===== src/rtl/cvxif_instr_pkg.sv =====
// Shared types for the CV-X-IF example coprocessor: decoded opcodes, the BCD
// execution FSM states and a one-digit BCD adder used by the execution unit.
package cvxif_instr_pkg;

  typedef enum logic [1:0] {
    ILLEGAL    = 2'd0,
    BCDfromBIN = 2'd1,
    BCDADD     = 2'd2
  } opcode_t;

  typedef enum logic [1:0] {
    IDLE = 2'd0,
    CONV = 2'd1,
    ADD  = 2'd2,
    RESP = 2'd3
  } bcd_exec_state_t;

  typedef struct packed {
    logic       carry;
    logic [3:0] digit;
  } bcd_digit_t;

  // Decimal-adjusted digit add; non-BCD digits go through the same +6 rule.
  function automatic bcd_digit_t bcd_add_digit(input logic [3:0] a,
                                               input logic [3:0] b,
                                               input logic       cin);
    bcd_digit_t res;
    logic [4:0] sum;
    logic [4:0] fixed;
    sum       = {1'b0, a} + {1'b0, b} + {4'b0, cin};
    fixed     = sum + 5'd6;
    res.carry = (sum > 5'd9);
    res.digit = res.carry ? fixed[3:0] : sum[3:0];
    return res;
  endfunction

endpackage


===== src/rtl/cvxif_bcd_digit_adj.sv =====
// Double-dabble digit correction: a BCD digit of 5 or more gets +3 so that the
// following left shift carries into the next decimal digit.
module cvxif_bcd_digit_adj (
  input  logic [3:0] digit,
  output logic [3:0] adj
);

  assign adj = (digit >= 4'd5) ? digit + 4'd3 : digit;

endmodule


===== src/rtl/cvxif_bcd_exec.sv =====
// Iterative BCD execution back end: holds one decoded instruction, converts
// binary to BCD (one bit per cycle) or adds BCD (one digit per cycle).
module cvxif_bcd_exec
  import cvxif_instr_pkg::*;
#(
  parameter int unsigned XLEN    = 32,
  parameter int unsigned IdWidth = 3
) (
  input  logic               clk_i,
  input  logic               rst_ni,
  input  logic               flush_i,
  input  logic               req_valid_i,
  output logic               req_ready_o,
  input  opcode_t            req_opcode_i,
  input  logic [IdWidth-1:0] req_id_i,
  input  logic [4:0]         req_rd_i,
  input  logic [XLEN-1:0]    req_rs1_i,
  input  logic [XLEN-1:0]    req_rs2_i,
  output logic               result_valid_o,
  input  logic               result_ready_i,
  output logic [IdWidth-1:0] result_id_o,
  output logic [4:0]         result_rd_o,
  output logic               result_we_o,
  output logic [XLEN-1:0]    result_data_o
);

  localparam int unsigned NumDigits = XLEN / 4;
  localparam int unsigned CntWidth  = $clog2(XLEN) + 1;
  localparam logic [CntWidth-1:0] ConvLast = CntWidth'(XLEN - 1);
  localparam logic [CntWidth-1:0] AddLast  = CntWidth'(NumDigits - 1);

  bcd_exec_state_t     state;
  logic [CntWidth-1:0] cnt;
  logic [XLEN-1:0]     acc;
  logic [XLEN-1:0]     acc_adj;
  logic [XLEN-1:0]     op_a;
  logic [XLEN-1:0]     op_b;
  logic                carry;
  logic [IdWidth-1:0]  id_q;
  logic [4:0]          rd_q;
  logic                we_q;
  logic                valid_q;
  bcd_digit_t          add_res;

  for (genvar g = 0; g < NumDigits; g++) begin : g_adj
    cvxif_bcd_digit_adj u_adj (
      .digit (acc[4*g +: 4]),
      .adj   (acc_adj[4*g +: 4])
    );
  end

  // The adder always looks at the low digit; operands shift right each cycle.
  assign add_res     = bcd_add_digit(op_a[3:0], op_b[3:0], carry);
  assign req_ready_o = (state == IDLE) && !flush_i;

  // NOTE: every register here, the datapath included, takes the async reset so
  // outputs read zero straight out of reset; state updates use <= so all
  // registers sample the same pre-edge values.
  always_ff @(posedge clk_i or negedge rst_ni) begin
    if (!rst_ni) begin
      state   <= IDLE;
      cnt     <= '0;
      acc     <= '0;
      op_a    <= '0;
      op_b    <= '0;
      carry   <= 1'b0;
      id_q    <= '0;
      rd_q    <= '0;
      we_q    <= 1'b0;
      valid_q <= 1'b0;
    end else if (flush_i) begin
      state   <= IDLE;
      valid_q <= 1'b0;
    end else begin
      case (state)
        IDLE: begin
          if (req_valid_i) begin
            id_q  <= req_id_i;
            rd_q  <= req_rd_i;
            op_a  <= req_rs1_i;
            op_b  <= req_rs2_i;
            cnt   <= '0;
            acc   <= '0;
            carry <= 1'b0;
            case (req_opcode_i)
              BCDfromBIN: begin
                state <= CONV;
                we_q  <= 1'b1;
              end
              BCDADD: begin
                state <= ADD;
                we_q  <= 1'b1;
              end
              default: begin
                state   <= RESP;
                we_q    <= 1'b0;
                valid_q <= 1'b1;
              end
            endcase
          end
        end
        CONV: begin
          // Adjust first, then shift in the next binary bit, MSB first.
          acc  <= {acc_adj[XLEN-2:0], op_a[XLEN-1]};
          op_a <= {op_a[XLEN-2:0], 1'b0};
          cnt  <= cnt + CntWidth'(1);
          if (cnt == ConvLast) begin
            state   <= RESP;
            valid_q <= 1'b1;
          end
        end
        ADD: begin
          // Sum digits enter at the top; after all digits the LSB lands at bit 0.
          acc   <= {add_res.digit, acc[XLEN-1:4]};
          op_a  <= {4'b0, op_a[XLEN-1:4]};
          op_b  <= {4'b0, op_b[XLEN-1:4]};
          carry <= add_res.carry;
          cnt   <= cnt + CntWidth'(1);
          if (cnt == AddLast) begin
            state   <= RESP;
            valid_q <= 1'b1;
          end
        end
        RESP: begin
          if (result_ready_i) begin
            state   <= IDLE;
            valid_q <= 1'b0;
          end
        end
        default: state <= IDLE;
      endcase
    end
  end

  assign result_valid_o = valid_q;
  assign result_id_o    = id_q;
  assign result_rd_o    = rd_q;
  assign result_we_o    = we_q;
  assign result_data_o  = acc;

endmodule


===== config.mk =====
export PLATFORM = sky130hd
export DESIGN_NAME = cvxif_bcd_exec
export DESIGN_NICKNAME = d
export VERILOG_FILES = /design/src/rtl/cvxif_instr_pkg.sv /design/src/rtl/cvxif_bcd_digit_adj.sv /design/src/rtl/cvxif_bcd_exec.sv
export SDC_FILE = /design/constraint.sdc
export NUM_CORES = 1
export LEC_CHECK = 0
export CORE_MARGIN = 3
export CORE_UTILIZATION = 52
export CTS_CLUSTER_DIAMETER = 50
export DETAILED_ROUTE_END_ITERATION = 12
export GPL_TIMING_DRIVEN = 1
export HOLD_SLACK_MARGIN = 0.1
export PLACE_DENSITY = 0.87
export SYNTH_ARGS = -nofsm -noshare
export SYNTH_HDL_FRONTEND = slang
export SYNTH_SLANG_ARGS = --single-unit

===== constraint.sdc =====
create_clock -name clk_i -period 3.6 [get_ports clk_i]
set_input_delay 0.36 -clock clk_i [delete_from_list [all_inputs] [get_ports clk_i]]
set_output_delay 0.36 -clock clk_i [all_outputs]
set_load 0.02 [all_outputs]

==> results.txt <==
number of CTS-inserted buffers: 17
# hold bufs at CTS: 0
Final Hold Viols: 0
Starting DRT DRC Count: 556
Switch Pwr: 2.334 mW
Synth Cell Area: 6434 µm²
Peak Freq: 315.1 MHz
vias in the first global route: 5,660
maxcap violations: 0
row cnt: 39
critical path type: reg2reg
Reg power frac: 33.7%
Max clock buf depth: 2
post_cts resized: 0
Slew Viols, Final: 0
Slew @ Worst Pin: 1.070 ns
largest net degree at the start of global routing: 92
Slowest-stage cell, CP: nor3b_1
Syn Nets: 824
slowest stage delay, CP: 0.54 ns
Pint: 3.840 mW
skew final: 0.006220 ns
Vias/cell: 5.883
post-route ant nets: 0
biggest area consumer among synthesized cells: dfrtp_1
gr usage total: 25.42%
worst reg2reg path endpoint: result_data_o[30]$_DFFE_PN0P_
DR WL/cell: 16.82 µm
Syn Area/Cell: 8.998 µm²
Post-synth EDFFs: 0
CP Capture Type: flip-flop
layout cells sized above 1: 6.409%
Post-CTS Setup Bufs: 0
Synth area leaders: dfrtp_1, o21ai_0, nand2_1, a22oi_1, mux2i_1
fin crit share: 88.17%
CP Launch Point: op_a[0]$_DFFE_PN0P_
CTS HTree Levels: 4
total core area: 11,760 µm²
post-layout min period: 3.174 ns
routed vias: 5,830
Yosys top cell area share: 44.73%
grt ovf: 0
leakage power: 3.565 nW
worst rel slew slack: 28.69%
drt pass-1 iters: 5
Netlist cell types: 43
data required time of the worst path: 3.89 ns
synthesized flop and latch total: 115
clock power share: 28.2%
initial antenna violation count: 0
commonest cells in the netlist: nand2_1, o21ai_0, dfrtp_1
Die Span X: 117.2 µm
dpl cells: 960
peak supply drop: 453.1 µV
n_diodes: 0
r2r worst-path depth: 9
DIE AREA: 13,740 µm²
Reg2Reg Launch Point: op_a[0]$_DFFE_PN0P_
fillcell total: 836
Syn Inst Count: 715
clk root buf: clkbuf_16
Final nets: 924
most frequent CP cell: fa_1
crit-path cells: fa_1, fa_1, xnor2_1, ha_1, nor2b_1, a31oi_1, nor3b_1, mux2i_1, o211ai_1
Worst R2R Setup Slack: 0.43 ns
Hold Crit Class: in2async
status: completed
Critical Path AT: 3.46 ns
clk_lat worst skew: 0.42 ns
final setup TNS: 0 ns
WL final: 16,670 µm
critical-path maximum fanout: 4
Initial Util: 54.71%
# DRC: 0
ys flop type: dfrtp_1
FFs w/ async S/R, synth: 100.0%
CTS tree: done
clock transition at the registers of the reported paths: 0.05 ns
gpl congestion: 0.7900
Syn. warnings: 0
clock tree sinks: 115
Non-Filler Instances: 991
top-count cell post-synth: nand2_1
detailed placement HPWL: 11,010 µm
register area share after synthesis: 44.73%
Combinational Power Share: 38.1%
Die Height: 117.2 µm
unrepaired setup endpoints after global routing: false
first-pass GRT wire length: 27,540 µm
Critical Path Start Type: flip-flop
number of port buffers: 121
Top-Level Pins: 122
Synth-to-Final Area Change: 29.54%
power per cell area: 740.8 nW/µm²
Net Sw Frac: 37.80%
Setup Viol. Count Final: 0
## power by group through the flow
stage / Clock, mW / Combinational (mW) / Sequential, mW
2_1_floorplan: 0 / 1.56 / 2.06
3_3_place_gp: 0 / 2.14 / 2.04
3_5_place_dp: 0 / 2.29 / 2.08
4_1_cts: 1.77 / 2.34 / 2.07
5_1_grt: 1.82 / 2.63 / 2.12
6_report: 1.74 / 2.35 / 2.08
## worst max-delay path by stage
stage                               endpoint  slack, ns  depth (start not counted)
3_3_place_gp   result_data_o[30]$_DFFE_PN0P_       0.79                          9
5_1_grt                    carry$_DFFE_PN0P_       0.18                          9
4_1_cts        result_data_o[30]$_DFFE_PN0P_       0.49                          9
2_1_floorplan  result_data_o[30]$_DFFE_PN0P_       0.88                          9
3_5_place_dp               carry$_DFFE_PN0P_       0.57                          9
6_report       result_data_o[30]$_DFFE_PN0P_       0.43                          9
## per-layer routing
layer | vias up | routed length, µm | GRT usage, % | part of all wire (%)
met4 | 0 | 362 | 8.792 | 2.2
met3 | 42 | 947 | 5.656 | 5.7
met5 | - | 0 | 0 | 0
met1 | 2862 | 6744 | 31.40 | 40
met2 | 212 | 8615 | 43.93 | 52
li1 | 2714 | - | - | -
## logic make-up after synthesis
| kind of cell | count (synthesis) | synth area share, % |
|---|---|---|
| AO/OA/AOI/OAI | 228 | 21.30 |
| AND/OR/NAND/NOR | 207 | 13.75 |
| flip-flops | 115 | 44.73 |
| buffers and inverters | 72 | 4.512 |
| multiplexers | 47 | 7.468 |
| adder cells (fa/ha/maj) | 30 | 6.068 |
| XOR/XNOR | 16 | 2.178 |
## layout by cell type, fill, tap and decap left out, types with 2 or more instances in the layout
cell / count
clkbuf_16: 17
clkdlybuf4s50_1: 120
xor2_1: 7
nand3b_1: 3
o21ai_0: 119
fa_1: 2
mux2i_1: 39
ha_1: 25
xnor2_1: 9
buf_4: 8
ha_2: 2
bufinv_16: 4
nand2b_1: 12
a211o_1: 2
clkinv_2: 5
inv_1: 25
a22oi_1: 57
nor2b_1: 8
nor3_1: 3
a211oi_1: 2
nand2_1: 144
clkinvlp_4: 2
dfrtp_1: 115
mux2_2: 8
clkbuf_1: 2
a22o_1: 5
and3_1: 2
o22ai_1: 14
nand3_1: 9
a31oi_1: 6
nor2_1: 18
a21oi_1: 13
a21o_1: 2
## critical path, delay by kind of cell (launching register included)
kind / cells / cell delay (ns)
AO/OA/AOI/OAI: 2 / 0.32
XOR/XNOR: 1 / 0.19
adder cells (fa/ha/maj): 3 / 1.16
flip-flops: 1 / 0.42
multiplexers: 1 / 0.28
AND/OR/NAND/NOR: 2 / 0.68
## through the flow
step | util [%] | worst slack [ns] | power, mW | hold WS [ns] | instance area (µm²)
finish | 70.87 | 0.4260 | 6.174 | 0.1348 | 8334
global route | 70.87 | 0.1755 | 6.581 | 0.2076 | 8334
CTS | 70.87 | 0.4933 | 6.172 | 0.1752 | 8334
detailed placement | 65.71 | 0.5738 | 4.367 | 0.4701 | 7727
global placement | 65.71 | 0.7880 | 4.176 | 0.4608 | 7727
floorplan | - | 0.8840 | 3.627 | 0.06441 | 6434
## flip-flops by register name (all words and copies together) (netlist names)
name / count
result_id_o: 3
result_we_o: 1
op_a: 32
cnt: 6
result_rd_o: 5
op_b: 32
result_valid_o: 1
carry: 1
state: 2
result_data_o: 32
## layout make-up
| cell class | count | area (µm²) | area share (%) |
|---|---|---|---|
| multi-input combinational | 528 | 3289 | 39.47 |
| sequential | 115 | 2878 | 34.53 |
| timing repair buffer | 128 | 1261 | 15.13 |
| clock buffer | 20 | 446.7 | 5.360 |
| tap | 164 | 205.2 | 2.462 |
| clock inverter | 11 | 160.2 | 1.922 |
| inverter | 25 | 93.84 | 1.126 |
(Power assumes the default switching activity.)
